[config.mk]
export PLATFORM = sky130hd
export DESIGN_NAME = alu_op_sequencer
export DESIGN_NICKNAME = d
export VERILOG_FILES = /design/src/rtl/alu_op_sequencer_pkg.sv /design/src/rtl/alu_op_sequencer.sv
export SDC_FILE = /design/constraint.sdc
export NUM_CORES = 1
export LEC_CHECK = 0
export CORE_MARGIN = 2
export CORE_UTILIZATION = 52
export CTS_CLUSTER_SIZE = 10
export DETAILED_ROUTE_END_ITERATION = 10
export HOLD_SLACK_MARGIN = 0.02
export MAX_ROUTING_LAYER = met4
export PLACE_DENSITY_LB_ADDON = 0.2
export SKIP_CTS_REPAIR_TIMING = 1
export SLEW_MARGIN = 0
export SYNTH_ARGS = -nofsm -noshare
export SYNTH_HDL_FRONTEND = slang
export SYNTH_SLANG_ARGS = --single-unit
[constraint.sdc]
create_clock -name clk -period 3.2 [get_ports clk]
set_input_delay 0.48 -clock clk [delete_from_list [all_inputs] [get_ports clk]]
set_output_delay 0.48 -clock clk [all_outputs]
set_load 0.05 [all_outputs]
[src/rtl/alu_op_sequencer_pkg.sv]
// Shared constants for the ALU op sequencer.
// Opcodes, command codes and FSM state encoding.
package alu_op_sequencer_pkg;

  localparam logic [2:0] ALU_AND  = 3'b000;
  localparam logic [2:0] ALU_OR   = 3'b001;
  localparam logic [2:0] ALU_ADD  = 3'b010;
  localparam logic [2:0] ALU_XOR  = 3'b011;
  localparam logic [2:0] ALU_SLLI = 3'b100;
  localparam logic [2:0] ALU_ROR  = 3'b101;
  localparam logic [2:0] ALU_SUB  = 3'b110;

  localparam logic [3:0] CMD_MUL  = 4'b1000;

  typedef enum logic [1:0] {
    S_IDLE,
    S_EXEC,
    S_MUL_IT,
    S_DONE
  } state_e;

endpackage

[src/rtl/alu_op_sequencer.sv]
// Drives the shared ALU for single ops and a
// 16-step shift-add multiply over valid/ready.
module alu_op_sequencer
  import alu_op_sequencer_pkg::*;
#(
  parameter int WIDTH  = 16,
  parameter int ITER_W = 4
) (
  input  logic                 clk,
  input  logic                 reset,
  input  logic                 cmd_valid,
  output logic                 cmd_ready,
  input  logic [3:0]           cmd_op,
  input  logic [WIDTH-1:0]     cmd_a,
  input  logic [WIDTH-1:0]     cmd_b,
  output logic                 resp_valid,
  input  logic                 resp_ready,
  output logic [2*WIDTH-1:0]   resp_result,
  output logic                 resp_zero,
  output logic                 resp_carry,
  output logic                 resp_err,
  output logic [WIDTH-1:0]     alu_a,
  output logic [WIDTH-1:0]     alu_b,
  output logic [2:0]           alu_op,
  input  logic [WIDTH-1:0]     alu_result,
  input  logic                 alu_zero,
  input  logic                 alu_carry
);

  state_e               state_q, state_d;
  logic [WIDTH-1:0]     a_q, a_d;
  logic [WIDTH-1:0]     b_q, b_d;
  logic [2:0]           op_q, op_d;
  logic [WIDTH-1:0]     phi_q, phi_d;
  logic [WIDTH-1:0]     lo_q, lo_d;
  logic [ITER_W-1:0]    cnt_q, cnt_d;
  logic [2*WIDTH-1:0]   res_q, res_d;
  logic                 zero_q, zero_d;
  logic                 carry_q, carry_d;
  logic                 err_q, err_d;

  always_comb begin
    state_d = state_q;
    a_d     = a_q;
    b_d     = b_q;
    op_d    = op_q;
    phi_d   = phi_q;
    lo_d    = lo_q;
    cnt_d   = cnt_q;
    res_d   = res_q;
    zero_d  = zero_q;
    carry_d = carry_q;
    err_d   = err_q;
    unique case (state_q)
      S_IDLE: begin
        if (cmd_valid) begin
          a_d   = cmd_a;
          b_d   = cmd_b;
          op_d  = cmd_op[2:0];
          err_d = 1'b0;
          if (!cmd_op[3]) begin
            state_d = S_EXEC;
          end else if (cmd_op == CMD_MUL) begin
            state_d = S_MUL_IT;
            phi_d   = '0;
            lo_d    = cmd_b;
            cnt_d   = '0;
          end else begin
            state_d = S_DONE;
            err_d   = 1'b1;
            res_d   = '0;
            zero_d  = 1'b0;
            carry_d = 1'b0;
          end
        end
      end
      S_EXEC: begin
        res_d   = {{WIDTH{1'b0}}, alu_result};
        zero_d  = alu_zero;
        carry_d = alu_carry;
        state_d = S_DONE;
      end
      S_MUL_IT: begin
        // Adder carry becomes the new top bit as the pair shifts right.
        {phi_d, lo_d} = {alu_carry, alu_result, lo_q[WIDTH-1:1]};
        cnt_d = cnt_q + 1'b1;
        if (cnt_q == '1) begin
          state_d = S_DONE;
          res_d   = {phi_d, lo_d};
          zero_d  = ({phi_d, lo_d} == '0);
          carry_d = 1'b0;
        end
      end
      S_DONE: begin
        if (resp_ready) state_d = S_IDLE;
      end
      default: state_d = S_IDLE;
    endcase
  end

  always_ff @(posedge clk) begin
    if (reset) begin
      state_q <= S_IDLE;
      a_q     <= '0;
      b_q     <= '0;
      op_q    <= '0;
      phi_q   <= '0;
      lo_q    <= '0;
      cnt_q   <= '0;
      res_q   <= '0;
      zero_q  <= 1'b0;
      carry_q <= 1'b0;
      err_q   <= 1'b0;
    end else begin
      state_q <= state_d;
      a_q     <= a_d;
      b_q     <= b_d;
      op_q    <= op_d;
      phi_q   <= phi_d;
      lo_q    <= lo_d;
      cnt_q   <= cnt_d;
      res_q   <= res_d;
      zero_q  <= zero_d;
      carry_q <= carry_d;
      err_q   <= err_d;
    end
  end

  always_comb begin
    alu_a  = '0;
    alu_b  = '0;
    alu_op = 3'b000;
    unique case (state_q)
      S_EXEC: begin
        alu_a  = a_q;
        alu_b  = b_q;
        alu_op = op_q;
      end
      S_MUL_IT: begin
        alu_a  = phi_q;
        alu_b  = lo_q[0] ? a_q : '0;
        alu_op = ALU_ADD;
      end
      default: begin
        alu_a  = '0;
        alu_b  = '0;
        alu_op = 3'b000;
      end
    endcase
  end

  assign cmd_ready   = (state_q == S_IDLE);
  assign resp_valid  = (state_q == S_DONE);
  assign resp_result = res_q;
  assign resp_zero   = zero_q;
  assign resp_carry  = carry_q;
  assign resp_err    = err_q;

endmodule

==> results.md, run 1 <==
* CP Class: reg2out
* Most used cell, CP: buf_4
* Grt ovf at 0
* Mapped Avg Cell Area at just under 8 um^2
* CTS tree: yes
* Die height at about 100 um
* Crit. End Element: output pin
* CTS max path bufs at 2
* Initial antenna violation count at 0
* PortBufs at roughly 130
* Relative slew slack at 0.244
* PwrDens at ~760 mW/mm^2
* Via/cell ratio at ~5.9
* Synth Cell Area at approximately 0.005 mm^2
* Peak Freq at between 0.3 and 0.4 GHz
* Status: finished clean
* Area of the die at between 0.01 and 0.015 mm^2
* Row count at 35
* Post-Layout Cell Count at approximately 830
* DRC errors left at 0
* First-pass GRT wire length at 21800 um
* NumNets Final at slightly below 800
* Register area share after synthesis at 0.443
* IO Pins at 130
* Hold crit path type: reg2reg
* Dpl hpwl at 9500 um
* RSZ-0062 raised after global routing: false
* Setup slack at placement at 0.686 ns
* Hold Vio Cnt, Final at 0
* CP cell instances: inv_1 -> ha_2 -> buf_4 -> a22oi_1 -> nor2b_1 -> buf_4
* Die Wd at between 100 and 150 um
* Worst IR Drop VDD at 0.588 mV
* Critical path arrival at between 2 and 2.5 ns
* Iteration-0 DRC count of the detailed router at 366
* Synthesized flop and latch total at 108
* GRT Total Usage at 0.277
* Share of cells above drive strength 1 at 0.0951
* Vias in the first global route at 4427
* Period utilisation layout at 0.836
* N_diodes at 0
* Worst Slack Setup Final at ~0.52 ns
* Max cap viols at 0
* Syn-to-layout area delta at 29.9%
* Endpoints failing setup at 0
* Leakage at between 2 and 2.5 nW
* Worst-skew pair later-pin latency at between 0.3 and 0.4 ns
* Core footprint at 0.00915 mm^2
* Clk_skew at approximately 0.02 ns
* Number of buffers created by CTS at 9
* Final Critical Period at 2.68 ns
* Synthesized instance count at about 600
* Initial DRT Pass Iterations at 7
* Initial Util at 0.533
* H-tree depth at 3
* Setup TNS at 0 ns
* Slowest cell on crit path: buf_4
* Ys Warns at 0
* Via count at roughly 4.8k
* Crit-path max FO at 52
* Pin count of the biggest net entering global routing at 112
* WP data required at 2.72 ns
* Worst-margin pin slew at approximately 1.1 ns
* DR WL/cell at ~17 um
* Max Slew Vio Count at 0
* Placed cell count at about 800
* CTS Sinks at roughly 110
* GP Congestion at 0.847
* CP peak stage delay at about 0.48 ns
* CTS clk-pin slew, worst paths at about 0.12 ns
* Final WL at about 14000 um
* Post-synth cell types at 35
* Syn nets at 679
* DRT antenna net count at 0
* Critical path launch point type: flip-flop
* CTS root buf: clkbuf_8
-- metrics by stage --
stage                     cell area, um^2  total power, mW  utilization  hold WS [ns]
after global placement               6140             3.97        0.671         0.439
final                                6340             4.83        0.692         0.461
after CTS                            6340             4.81        0.692         0.464
after detailed placement             6140             4.02        0.671         0.448
after floorplan                      4880             3.40            -         0.432
after global routing                 6340             5.10        0.692         0.479
-- cell usage after synthesis, drive strengths merged --
cell type | count | share of area
o311ai | 3 | 0.0054
clkbuf | 38 | 0.029
a21oi | 91 | 0.093
a222oi | 1 | 0.0021
a21o | 2 | 0.0031
nor4b | 2 | 0.0049
nand4 | 2 | 0.0026
a221o | 1 | 0.0021
inv | 14 | 0.011
nor3b | 1 | 0.0015
nand3b | 2 | 0.0031
o22ai | 9 | 0.012
nor3 | 1 | 0.0010
a22o | 17 | 0.031
a221oi | 1 | 0.0031
and2 | 3 | 0.0038
mux2i | 9 | 0.018
nor2b | 34 | 0.044
and3 | 3 | 0.0038
nand4b | 2 | 0.0036
buf | 18 | 0.017
a211oi | 17 | 0.026
nand2 | 123 | 0.095
nor4 | 6 | 0.0077
dfxtp | 108 | 0.44
o21ai | 1 | 0.0010
nand3 | 53 | 0.054
or4 | 1 | 0.0015
ha | 6 | 0.015
nor2 | 13 | 0.010
a22oi | 33 | 0.052
-- per-layer routing --
layer,track usage,wire length (um)
met5,-,0
met4,0.0885,211
met3,0.0472,1060
met2,0.416,6320
met1,0.381,6160
-- worst max-delay path: cells and delay by family, from the launching register on --
family	cells	cell delay, ns
AO/OA/AOI/OAI	1	0.18
AND/OR/NAND/NOR	1	0.24
adder cells (fa/ha/maj)	1	0.18
buffers and inverters	3	0.82
flip-flops	1	0.38
-- cells by family (layout without fill, tap and decap cells) --
family                     Yosys count  after routing  share of synthesized area
and+or+nand+nor                    246            246                      0.236
AOI/OAI and AO/OA                  176            176                      0.230
DFF                                108            108                      0.443
buffers and inverters               70            170                     0.0567
muxes                                9              9                     0.0185
adders and majority gates            6              6                     0.0154
-- layout by cell type (no fill, tap or decap), drive strengths merged --
cell and n:
nand2 123, dfxtp 108, clkdlybuf4s50 93, a21oi 91, nand3 53, buf 47, nor2b 34, a22oi 33
a22o 17, a211oi 17, inv 17, nor2 13, o22ai 9, mux2i 9, clkbuf 9, nor4 6
ha 6, and2 3, and3 3, o311ai 3, a21o 2, nand3b 2, nand4b 2, nand4 2
clkinvlp 2, nor4b 2, clkinv 2, a222oi 1, o21ai 1, nor3b 1, a221oi 1, a221o 1
nor3 1, or4 1
-- final timing paths --
path	endpoint	slack, ns	start	cells past startpoint
min reg2reg	resp_result[21]	0.46	resp_result[21]	2
max	alu_a[15]	0.52	state_q[0]	6
min	resp_result[21]	0.46	resp_result[21]	2
max reg2reg	resp_zero	0.88	state_q[0]	7
-- cell type report --
type                    instances  area (um^2)
inverters                      14         52.6
clock inverters                 7         68.8
repair buffers                140         1330
fillers                       740         2820
flip-flops and latches        108         2160
clock buffers                   9          124
well taps                     111          139
multi-input cells             437         2460
-- registers in the layout, summed over array words and instances, names as in the netlist --
| signal | count |
|---|---|
| cnt_q | 4 |
| a_q | 16 |
| resp_zero | 1 |
| state_q | 2 |
| op_q | 3 |
| lo_q | 16 |
| resp_result | 32 |
| resp_carry | 1 |
| resp_err | 1 |
| b_q | 16 |
| phi_q | 16 |
-- where the power goes --
group          switching [mW]  total, mW  internal [mW]
logic                    1.50       2.31          0.800
clock network           0.514      0.816          0.302
registers               0.161       1.71           1.55
No activity file was read; power rests on OpenSTA's default activity.
==> inputs of run 2 (changes only) <==
--- a/config.mk
+++ b/config.mk
@@ -6,7 +6,7 @@
 export NUM_CORES = 1
 export LEC_CHECK = 0
 export CORE_MARGIN = 2
-export CORE_UTILIZATION = 52
+export CORE_UTILIZATION = 44
 export CTS_CLUSTER_SIZE = 10
 export DETAILED_ROUTE_END_ITERATION = 10
 export HOLD_SLACK_MARGIN = 0.02
==> constraint.sdc (replaced) <==
create_clock -name clk -period 2.3 [get_ports clk]
set_input_delay 0.345 -clock clk [delete_from_list [all_inputs] [get_ports clk]]
set_output_delay 0.345 -clock clk [all_outputs]
set_load 0.05 [all_outputs]
==> results.md, run 2 (synthesis results as in run 1) <==
* Syn-to-layout area delta at 44.1%
* Fin Hold WS at ~0.46 ns
* NumNets Final at ~790
* Hold Vio Cnt, Final at 0
* IO Pins at 130
* Placed cell count at approximately 850
* Pin count of the biggest net entering global routing at 58
* FF-to-FF Start: state_q[1]
* Worst Slack Setup Final at just under 0.1 ns
* Placed cell area at about 0.0068 mm^2
* Grt ovf at 0
* Core footprint at approximately 0.011 mm^2
* End point of the critical path: alu_b[6]
* Area of the die at 0.0119 mm^2
* Critical path arrival at roughly 1.9 ns
* Critical path launch point type: flip-flop
* Setup TNS at 0 ns
* Initial Util at 0.450
* CP startpoint: state_q[1]
* CTS root buf: clkbuf_8
* GRT Total Usage at 0.259
* RSZ-0062 raised after global routing: false
* Iteration-0 DRC count of the detailed router at 365
* Final WL at 15000 um
* Peak Freq at 0.454 GHz
* N_diodes at 0
* Endpoints failing setup at 0
* DR WL/cell at around 17 um
* Reg-to-reg setup timing slack at between 0.2 and 0.25 ns
* Worst IR Drop VDD at approximately 0.73 mV
* Initial antenna violation count at 0
* Register Area at between 0.002 and 0.0025 mm^2
* PwrDens at around 1000 mW/mm^2
* WP data required at roughly 2.0 ns
* Hold crit path type: reg2reg
* Die Wd at between 100 and 150 um
* Vias in the first global route at 4550
* Cell area after layout at about 0.007 mm^2
* Relative slew slack at 0.438
* Final Critical Period at 2.20 ns
* CTS max path bufs at 2
* Commonest non-fill, non-tap cells in the layout: nand2_1 (123), dfxtp_1 (106), clkdlybuf4s50_1 (92)
* Area of the multi-input gates at ~0.0025 mm^2
* Clk_skew at around 0.0088 ns
* Commonest non-fill, non-tap cell in the layout: nand2_1
* Dpl hpwl at ~11000 um
* Reg-to-reg critical path endpoint: cnt_q[2]
* First-pass GRT wire length at 23500 um
* Total Power at roughly 7 mW
* Row count at 38
* Setup slack at placement at around 0.067 ns
* Initial DRT Pass Iterations at 5
* Max cap viols at 0
* Fillcell total at just over 900
* Worst reg2reg path depth at 6
* GP Congestion at between 0.8 and 0.9
* Period utilisation layout at 0.957
* CP Class: reg2out
* Crit-path max FO at 55
* Leakage at 2.38 nW
* Via count at roughly 5k
* Fin util at 0.648
* Status: finished clean
* DRT antenna net count at 0
* Worst-skew pair later-pin latency at between 0.3 and 0.4 ns
* Number of buffers created by CTS at 9
* Largest register FFs at 32
* Share of cells above drive strength 1 at 0.161
* PortBufs at between 100 and 150
* H-tree depth at 3
* CTS clk-pin slew, worst paths at 0.09 ns
* Die height at between 100 and 150 um
* CTS Sinks at between 100 and 150
* Via/cell ratio at about 5.6
* Post-Layout Cell Count at 871
* DRC errors left at 0
* CTS tree: yes
* Max Slew Vio Count at 0
* Crit. End Element: output pin
* Worst-margin pin slew at roughly 0.84 ns
## run 2: changes by cell type in the layout (fill, tap and decap cells not counted), sizes merged
cell	delta
buf	+18
bufinv	+1
clkbuf	+4
clkdlybuf4s50	-1
clkinv	-1
clkinvlp	-2
inv	-3
## run 2: layout make-up
cell class	count	share of cell area
Clock buffer	13	0.0212
Clock inverter	2	0.00498
Inverter	14	0.00748
Multi-Input combinational cell	437	0.363
Sequential cell	108	0.308
Tap cell	140	0.0249
Timing Repair Buffer	157	0.271
## run 2: metal layers
layer,up-vias,global-route usage,share of wire
met3,12,0.0456,0.072
met1,2300,0.365,0.46
met4,0,0.0533,0.0087
met2,195,0.391,0.46
li1,2385,-,-
met5,-,-,0
## run 2: worst min-delay path by stage
stage | start | endpoint | slack (ns) | cells after the start
6_report | resp_result[4] | resp_result[4] | 0.46 | 2
3_3_place_gp | op_q[2] | op_q[2] | 0.44 | 2
3_5_place_dp | resp_result[4] | resp_result[4] | 0.45 | 2
2_1_floorplan | op_q[0] | op_q[0] | 0.43 | 2
5_1_grt | reset | state_q[0] | 0.47 | 2
4_1_cts | resp_result[4] | resp_result[4] | 0.46 | 2
## run 2: where the power goes
group / switching [mW] / internal (mW)
Combinational: 2.19 / 1.44
Sequential: 0.229 / 2.16
Clock: 0.622 / 0.529
## run 2: worst max-delay path: stages (launching register included)
cell and delay, ns:
dfxtp_2 0.40, inv_1 0.09, ha_1 0.32, buf_12 0.23, nor2b_2 0.27, buf_12 0.16
